$ cat src/rtl/decode_stage.sv
// Decode stage: IF/ID register pair, load-use hazard detection, redirect squash
// and combinational RV32 field/immediate decode of the held instruction.
module decode_stage (
    input  logic        clk,
    input  logic        reset,
    input  logic [31:0] instr,
    input  logic [31:0] pcIn,
    input  logic        pcWriteEnable,
    input  logic        memReadEnable,
    input  logic [4:0]  exRegWriteNum,
    output logic [31:0] PC,
    output logic [31:0] imm,
    output logic [2:0]  func3,
    output logic [6:0]  func7,
    output logic [6:0]  opcode,
    output logic [4:0]  regNum0,
    output logic [4:0]  regNum1,
    output logic [4:0]  regWriteNum,
    output logic        flush,
    output logic        hazard,
    output logic        fetchStall
);

    localparam int unsigned XLEN  = 32;
    localparam int unsigned OPW   = 7;
    localparam int unsigned REGW  = 5;

    localparam logic [XLEN-1:0] NOP_INSTR = 32'h0000_0013;

    localparam logic [OPW-1:0] OP_R      = 7'b0110011;
    localparam logic [OPW-1:0] OP_IMM    = 7'b0010011;
    localparam logic [OPW-1:0] OP_LOAD   = 7'b0000011;
    localparam logic [OPW-1:0] OP_JALR   = 7'b1100111;
    localparam logic [OPW-1:0] OP_STORE  = 7'b0100011;
    localparam logic [OPW-1:0] OP_BRANCH = 7'b1100011;
    localparam logic [OPW-1:0] OP_JAL    = 7'b1101111;
    localparam logic [OPW-1:0] OP_LUI    = 7'b0110111;
    localparam logic [OPW-1:0] OP_AUIPC  = 7'b0010111;

    typedef enum logic [1:0] {
        RUN    = 2'd0,
        STALL  = 2'd1,
        SQUASH = 2'd2
    } state_e;

    state_e          state_q, state_d;
    logic [XLEN-1:0] ir_instr_q, ir_instr_d;
    logic [XLEN-1:0] ir_pc_q, ir_pc_d;

    logic            use_rs0;
    logic            use_rs1;
    logic            hazard_c;

    // IF/ID pair and state; reset parks a NOP in decode
    always_ff @(posedge clk or posedge reset) begin
        if (reset) begin
            state_q    <= RUN;
            ir_instr_q <= NOP_INSTR;
            ir_pc_q    <= '0;
        end else begin
            state_q    <= state_d;
            ir_instr_q <= ir_instr_d;
            ir_pc_q    <= ir_pc_d;
        end
    end

    // Field extraction, format-dependent register masking and immediate build
    always_comb begin
        opcode      = ir_instr_q[6:0];
        func3       = ir_instr_q[14:12];
        func7       = ir_instr_q[31:25];
        regNum0     = ir_instr_q[19:15];
        regNum1     = ir_instr_q[24:20];
        regWriteNum = ir_instr_q[11:7];
        PC          = ir_pc_q;
        imm         = '0;
        use_rs0     = 1'b0;
        use_rs1     = 1'b0;
        case (ir_instr_q[6:0])
            OP_R: begin
                use_rs0 = 1'b1;
                use_rs1 = 1'b1;
            end
            OP_IMM, OP_LOAD, OP_JALR: begin
                use_rs0 = 1'b1;
                regNum1 = '0;
                imm     = {{20{ir_instr_q[31]}}, ir_instr_q[31:20]};
            end
            OP_STORE: begin
                use_rs0     = 1'b1;
                use_rs1     = 1'b1;
                regWriteNum = '0;
                imm         = {{20{ir_instr_q[31]}}, ir_instr_q[31:25], ir_instr_q[11:7]};
            end
            OP_BRANCH: begin
                use_rs0     = 1'b1;
                use_rs1     = 1'b1;
                regWriteNum = '0;
                imm         = {{19{ir_instr_q[31]}}, ir_instr_q[31], ir_instr_q[7],
                               ir_instr_q[30:25], ir_instr_q[11:8], 1'b0};
            end
            OP_JAL: begin
                regNum0 = '0;
                regNum1 = '0;
                imm     = {{11{ir_instr_q[31]}}, ir_instr_q[31], ir_instr_q[19:12],
                           ir_instr_q[20], ir_instr_q[30:21], 1'b0};
            end
            OP_LUI, OP_AUIPC: begin
                regNum0 = '0;
                regNum1 = '0;
                imm     = {ir_instr_q[31:12], 12'b0};
            end
            default: begin
                imm = '0;
            end
        endcase
    end

    // Load-use detection; only meaningful in RUN with no redirect pending
    always_comb begin
        hazard_c = 1'b0;
        if (!reset && state_q == RUN && !pcWriteEnable && memReadEnable
            && exRegWriteNum != REGW'(0)) begin
            hazard_c = (use_rs0 && exRegWriteNum == regNum0)
                    || (use_rs1 && exRegWriteNum == regNum1);
        end
    end

    // Next-state and pipeline control: redirect beats hazard
    always_comb begin
        state_d    = RUN;
        ir_instr_d = instr;
        ir_pc_d    = pcIn;
        fetchStall = 1'b0;
        hazard     = hazard_c;
        flush      = reset || pcWriteEnable || hazard_c || (state_q == SQUASH);
        if (pcWriteEnable) begin
            state_d    = SQUASH;
            ir_instr_d = NOP_INSTR;
            ir_pc_d    = ir_pc_q;
        end else begin
            case (state_q)
                RUN: begin
                    if (hazard_c) begin
                        state_d    = STALL;
                        ir_instr_d = ir_instr_q;
                        ir_pc_d    = ir_pc_q;
                        fetchStall = 1'b1;
                    end
                end
                STALL: begin
                    state_d = RUN;
                end
                SQUASH: begin
                    state_d    = RUN;
                    ir_instr_d = NOP_INSTR;
                    ir_pc_d    = ir_pc_q;
                end
                default: begin
                    state_d = RUN;
                end
            endcase
        end
    end

endmodule

$ cat config.mk
export PLATFORM = sky130hd
export DESIGN_NAME = decode_stage
export DESIGN_NICKNAME = d
export VERILOG_FILES = /design/src/rtl/decode_stage.sv
export SDC_FILE = /design/constraint.sdc
export NUM_CORES = 1
export LEC_CHECK = 0
export CORE_ASPECT_RATIO = 0.7
export CORE_MARGIN = 10
export CORE_UTILIZATION = 35
export CTS_BUF_LIST = sky130_fd_sc_hd__clkbuf_16
export DETAILED_ROUTE_END_ITERATION = 10
export GPL_TIMING_DRIVEN = 0
export PLACE_DENSITY = 0.66
export REMOVE_ABC_BUFFERS = 1
export SYNTH_ARGS = -nofsm -noshare
export SYNTH_HDL_FRONTEND = slang
export SYNTH_SLANG_ARGS = --single-unit
$ cat constraint.sdc
create_clock -name clk -period 10.1 [get_ports clk]
set_input_delay 2.525 -clock clk [delete_from_list [all_inputs] [get_ports clk]]
set_output_delay 2.525 -clock clk [all_outputs]
set_load 0.01 [all_outputs]
==> After elaboration in Yosys (flattened, before gate mapping) <==
Index checks and enable logic that the tools add are counted.
{ "totals": {"reg_bits": 66, "inputBits": 73, "output_inout_bits": 99} }
{ "classes": {"n_eq_ne": 14, "muxes": 18, "bitwise_logic": 2, "reduce_logical": 22} }
{ "op_table": {"columns": ["operator", "count"], "rows": [
  ["$pmux W32 S5", 1],
  ["$pmux W32 S2", 2],
  ["$mux W32", 3],
  ["$eq A7 B6 Y1 const B", 3],
  ["$eq A7 B7 Y1 const B", 3],
  ["$mux W5", 3],
  ["$eq A7 B5 Y1 const B", 2],
  ["$reduce_or A6 Y1", 2],
  ["$eq A5 B5 Y1", 2],
  ["$reduce_or A3 Y1", 3],
  ["$eq A7 B2 Y1 const B", 1],
  ["$mux W1", 7],
  ["$logic_and A1 B1 Y1", 6],
  ["$reduce_bool A5 Y1", 1],
  ["$logic_or A1 B1 Y1", 4],
  ["$mux W2", 2],
  ["$reduce_or A2 Y1", 2],
  ["$ne A3 B3 Y1 const B", 1],
  ["$reduce_and A3 Y1", 1],
  ["$eq A2 B2 Y1 const B", 1],
  ["$logic_not A1 Y1", 2],
  ["$logic_not A2 Y1", 1],
  ["$ne A2 B2 Y1 const B", 1],
  ["$not A1 Y1", 2]
]} }

==> Longest topological paths before layout <==
{ "depth": {"word_depth": 10, "depth_mapped": 9, "mapped_depth_nobuf": 6} }

==> Worst setup path before layout <==
No wires, ideal clock.
{ "synth_path": {"kind": "input to output", "startpoint": "input reset", "endpoint": "output flush", "arrival_ns": 5.344, "setup_slack_ns": 2.231, "path_stages": 7, "path_cell_list": "inv_1 > nand3_1 > nor4_1 > o221a_4 > a311oi_4 > buf_6 > nand2_1"} }
{ "synth_via": {"elab_chain_len": 8} }
{ "synth_lines": {"columns": ["element", "line_no", "rtl"], "rows": [
  ["start: declaration", "5", "input logic reset,"],
  ["$logic_not A1 Y1", "122", "if (!reset && state_q == RUN && !pcWriteEnable && memReadEnable"],
  ["$logic_and A1 B1 Y1 (3 in series)", "122", null],
  ["$logic_and A1 B1 Y1", "123", "&& exRegWriteNum != REGW'(0)) begin"],
  ["$mux W1", "122", null],
  ["$logic_or A1 B1 Y1 (*) (2 in series)", "136", "flush = reset || pcWriteEnable || hazard_c || (state_q == SQUASH);"],
  ["end: declaration", "19", "output logic flush,"]
]} }
Every way passes the cells marked *; elsewhere a longest branch is shown, timed or not.

==> Worst setup path in the final report <==
Same ends and word-level chain as after synthesis.

==> run_results.csv <==
group,metric,value,unit
job,drv_cap,0,
grt,antenna_found_initial,0,
final_layout,final_area,5750,sq um
power,p_per_area,143,nW/um^2
grt,grt_pass1_vias,3351,
timing,max_freq,121,MHz
clock_tree,post_cts_buffers,0,
timing,slew_viol_final,0,
timing,rsz0062_at_grt,"false",
floorplan,design.core.area,10300,sq um
detailed_routing,route.vias.total,3087,
final_layout,layout-area-overhead-vs-synth,56.5,%
floorplan,die-area,15100,sq um
synth,synthCells,336,
grt,grt_max_degree,69,
worst_setup_path,crit_type,"input port to output port",
clock_tree,cts.sinks,66,
timing,worstMarginPinSlew,1.14,ns
detailed_routing,ant_nets,0,
floorplan,floorplan.io_pins,172,
worst_setup_path,worst_setup_path_end_kind,"output port",
placed_design,io_buffers,171,
final_layout,num-nets-final,562,
synth,synth-seq-cells,66,
timing,hold_viol_final,0,
detailed_routing,route.detailed.drc,0,
clock_tree,cts-root-buf,"clkbuf_16",
placed_design,place_area,5430,sq um
final_layout,drive_gt1_frac,0.150,
timing,relSlewSlack,0.238,
floorplan,start_util,0.358,
timing,clock_skew,0.00707,ns
synth,yosys_warnings,0,
grt,grt_util_all_layers,0.155,
final_layout,fillers,902,
detailed_routing,wl_per_cell,18.9,um
synth,avgSynthCellArea,10.9,sq um
grt,grt_pass1_wl,18.7,mm
detailed_routing,via_per_inst,4.93,
worst_setup_path,arrival,5.72,ns
clock_tree,cts_tree,"built",
floorplan,std_cell_rows,31,
clock_tree,path_clk_slew,0.06,ns
synth,synthArstFlopShare,1.00,
worst_setup_path,cp_max_fo,68,
power,vdd_drop_max,0.0779,mV
clock_tree,h-tree-depth,3,
synth,synth_edf_count,0,
run_status,status,"completed",
floorplan,die_x,142,um
synth,ys_seq_area_frac,0.450,
placed_design,hpwlAfterDp,9.05,mm
worst_setup_path,cp.required,7.58,ns
final_layout,antenna_cells,0,
clock_tree,insertion_delay,0.33,ns
final_layout,ff_latch_area,1660,sq um
power,power.total,824,uW
placed_design,gp_congestion,0.843,
detailed_routing,drtPass1Iterations,5,
clock_tree,cts_buffer_depth,2,
timing,period_needed,8.24,ns
worst_hold_path,hold_class,"register to register",
synth,synth_flop_cell,"dfrtp_1",
final_layout,final_util,0.559,
clock_tree,cts_buffers,9,
grt,grt_overflow_total,0,
detailed_routing,drtIter0Drc,114,
timing,finalCritPeriodShare,0.816,
final_layout,multi_input_area,1690,sq um
power,leakage,2.70,nW
worst_setup_path,start_kind,"input port",
clock_tree,cts_hold_buf,0,
floorplan,die_h,106,um
timing,setup_violations,0,
timing,final.setup.tns,0,ns
synth,ys_types,51,
detailed_routing,totalWireLength,11.9,mm
clock_tree,cts_resized,0,
synth,netlist_area,3670,sq um
[power breakdown]
group | total, mW | internal, mW | leakage (nW) | switching [mW]
registers | 0.306 | 0.289 | 0.822 | 0.0170
clock network | 0.334 | 0.216 | 0.153 | 0.119
logic | 0.184 | 0.112 | 1.73 | 0.0716
[through the flow]
| step | hold slack, ns | setup slack (ns) | instances |
|---|---|---|---|
| floorplan | 0.504 | 1.78 | 302 |
| global placement | 0.490 | -0.326 | 605 |
| detailed placement | 0.494 | 1.77 | 610 |
| CTS | 0.509 | 1.77 | 626 |
| global route | 0.518 | 1.54 | 626 |
| finish | 0.506 | 1.86 | 626 |
[sequential cells by signal (all words and copies together), names as in the netlist]
register and count:
ir_instr_q 32, PC 32, state_q 2
[cell type report]
class	count	share of cell area
Timing Repair Buffer	176	0.312
Multi-Input combinational cell	202	0.294
Sequential cell	66	0.288
Clock buffer	9	0.0392
Tap cell	132	0.0287
Inverter	34	0.0226
Clock inverter	7	0.0163
[layout by cell type, fill, tap and decap left out, types with 2 or more instances in the layout]
cell type,netlist,layout
or2_2,2,2
a22o_1,4,4
dfrtp_1,63,63
mux2_4,26,26
buf_6,5,2
nor4_1,6,5
a21o_1,19,19
nor2b_1,7,7
dfstp_2,3,3
a21oi_1,4,3
inv_1,34,33
bufinv_16,0,2
mux2_2,6,6
nand4_1,2,2
clkinv_4,0,2
nand2b_1,6,6
clkbuf_16,0,9
a31oi_1,6,5
buf_8,0,2
and3_1,2,2
nand3_1,2,2
mux2i_1,28,28
nor2_1,13,13
nor3_1,7,6
nand2_1,35,35
clkdlybuf4s50_1,0,171
nor4_2,1,2
[synth_stat cells (7+ instances only)]
library cell / instances / area (sq um)
a21o_1: 19 / 143
buf_4: 20 / 150
clkbuf_1: 8 / 30.0
dfrtp_1: 63 / 1580
inv_1: 34 / 128
mux2_4: 26 / 390
mux2i_1: 28 / 280
nand2_1: 35 / 131
nor2_1: 13 / 48.8
nor2b_1: 7 / 43.8
nor3_1: 7 / 35.0
[worst max-delay path: stages]
cell             delay (ns)
clkdlybuf4s50_1        0.44
inv_4                  0.61
nand3_1                0.34
nor4_1                 0.43
o221a_4                0.31
a311oi_4               0.12
buf_8                  0.26
nand2_1                0.07
clkdlybuf4s50_1        0.56
[layer usage]
metal,wire (um),GRT usage,part of all wire
met1,5110,0.191,0.43
met2,5390,0.240,0.45
met3,1250,0.0758,0.11
met4,102,0.0360,0.0086
met5,0,0,0
[cell families (layout without fill, tap and decap cells)]
| logic type | after synthesis | after routing | share of synthesized area |
|---|---|---|---|
| and+or+nand+nor | 91 | 91 | 0.128 |
| buffers and inverters | 68 | 226 | 0.100 |
| DFF | 66 | 66 | 0.450 |
| muxes | 60 | 60 | 0.201 |
| AOI/OAI and AO/OA | 51 | 51 | 0.120 |
[worst paths after layout]
path,end,slack (ns),start,cells past startpoint
setup / recovery,flush,1.86,reset,9
max in group asynchronous,ir_instr_q[18],6.80,reset,2
setup reg to reg,ir_instr_q[9],6.37,ir_instr_q[6],7
hold reg to reg,PC[19],0.51,PC[19],1
min in group asynchronous,PC[29],2.71,reset,2
hold / removal,PC[19],0.51,PC[19],1
Note: power is estimated with default switching activity, not from simulation.
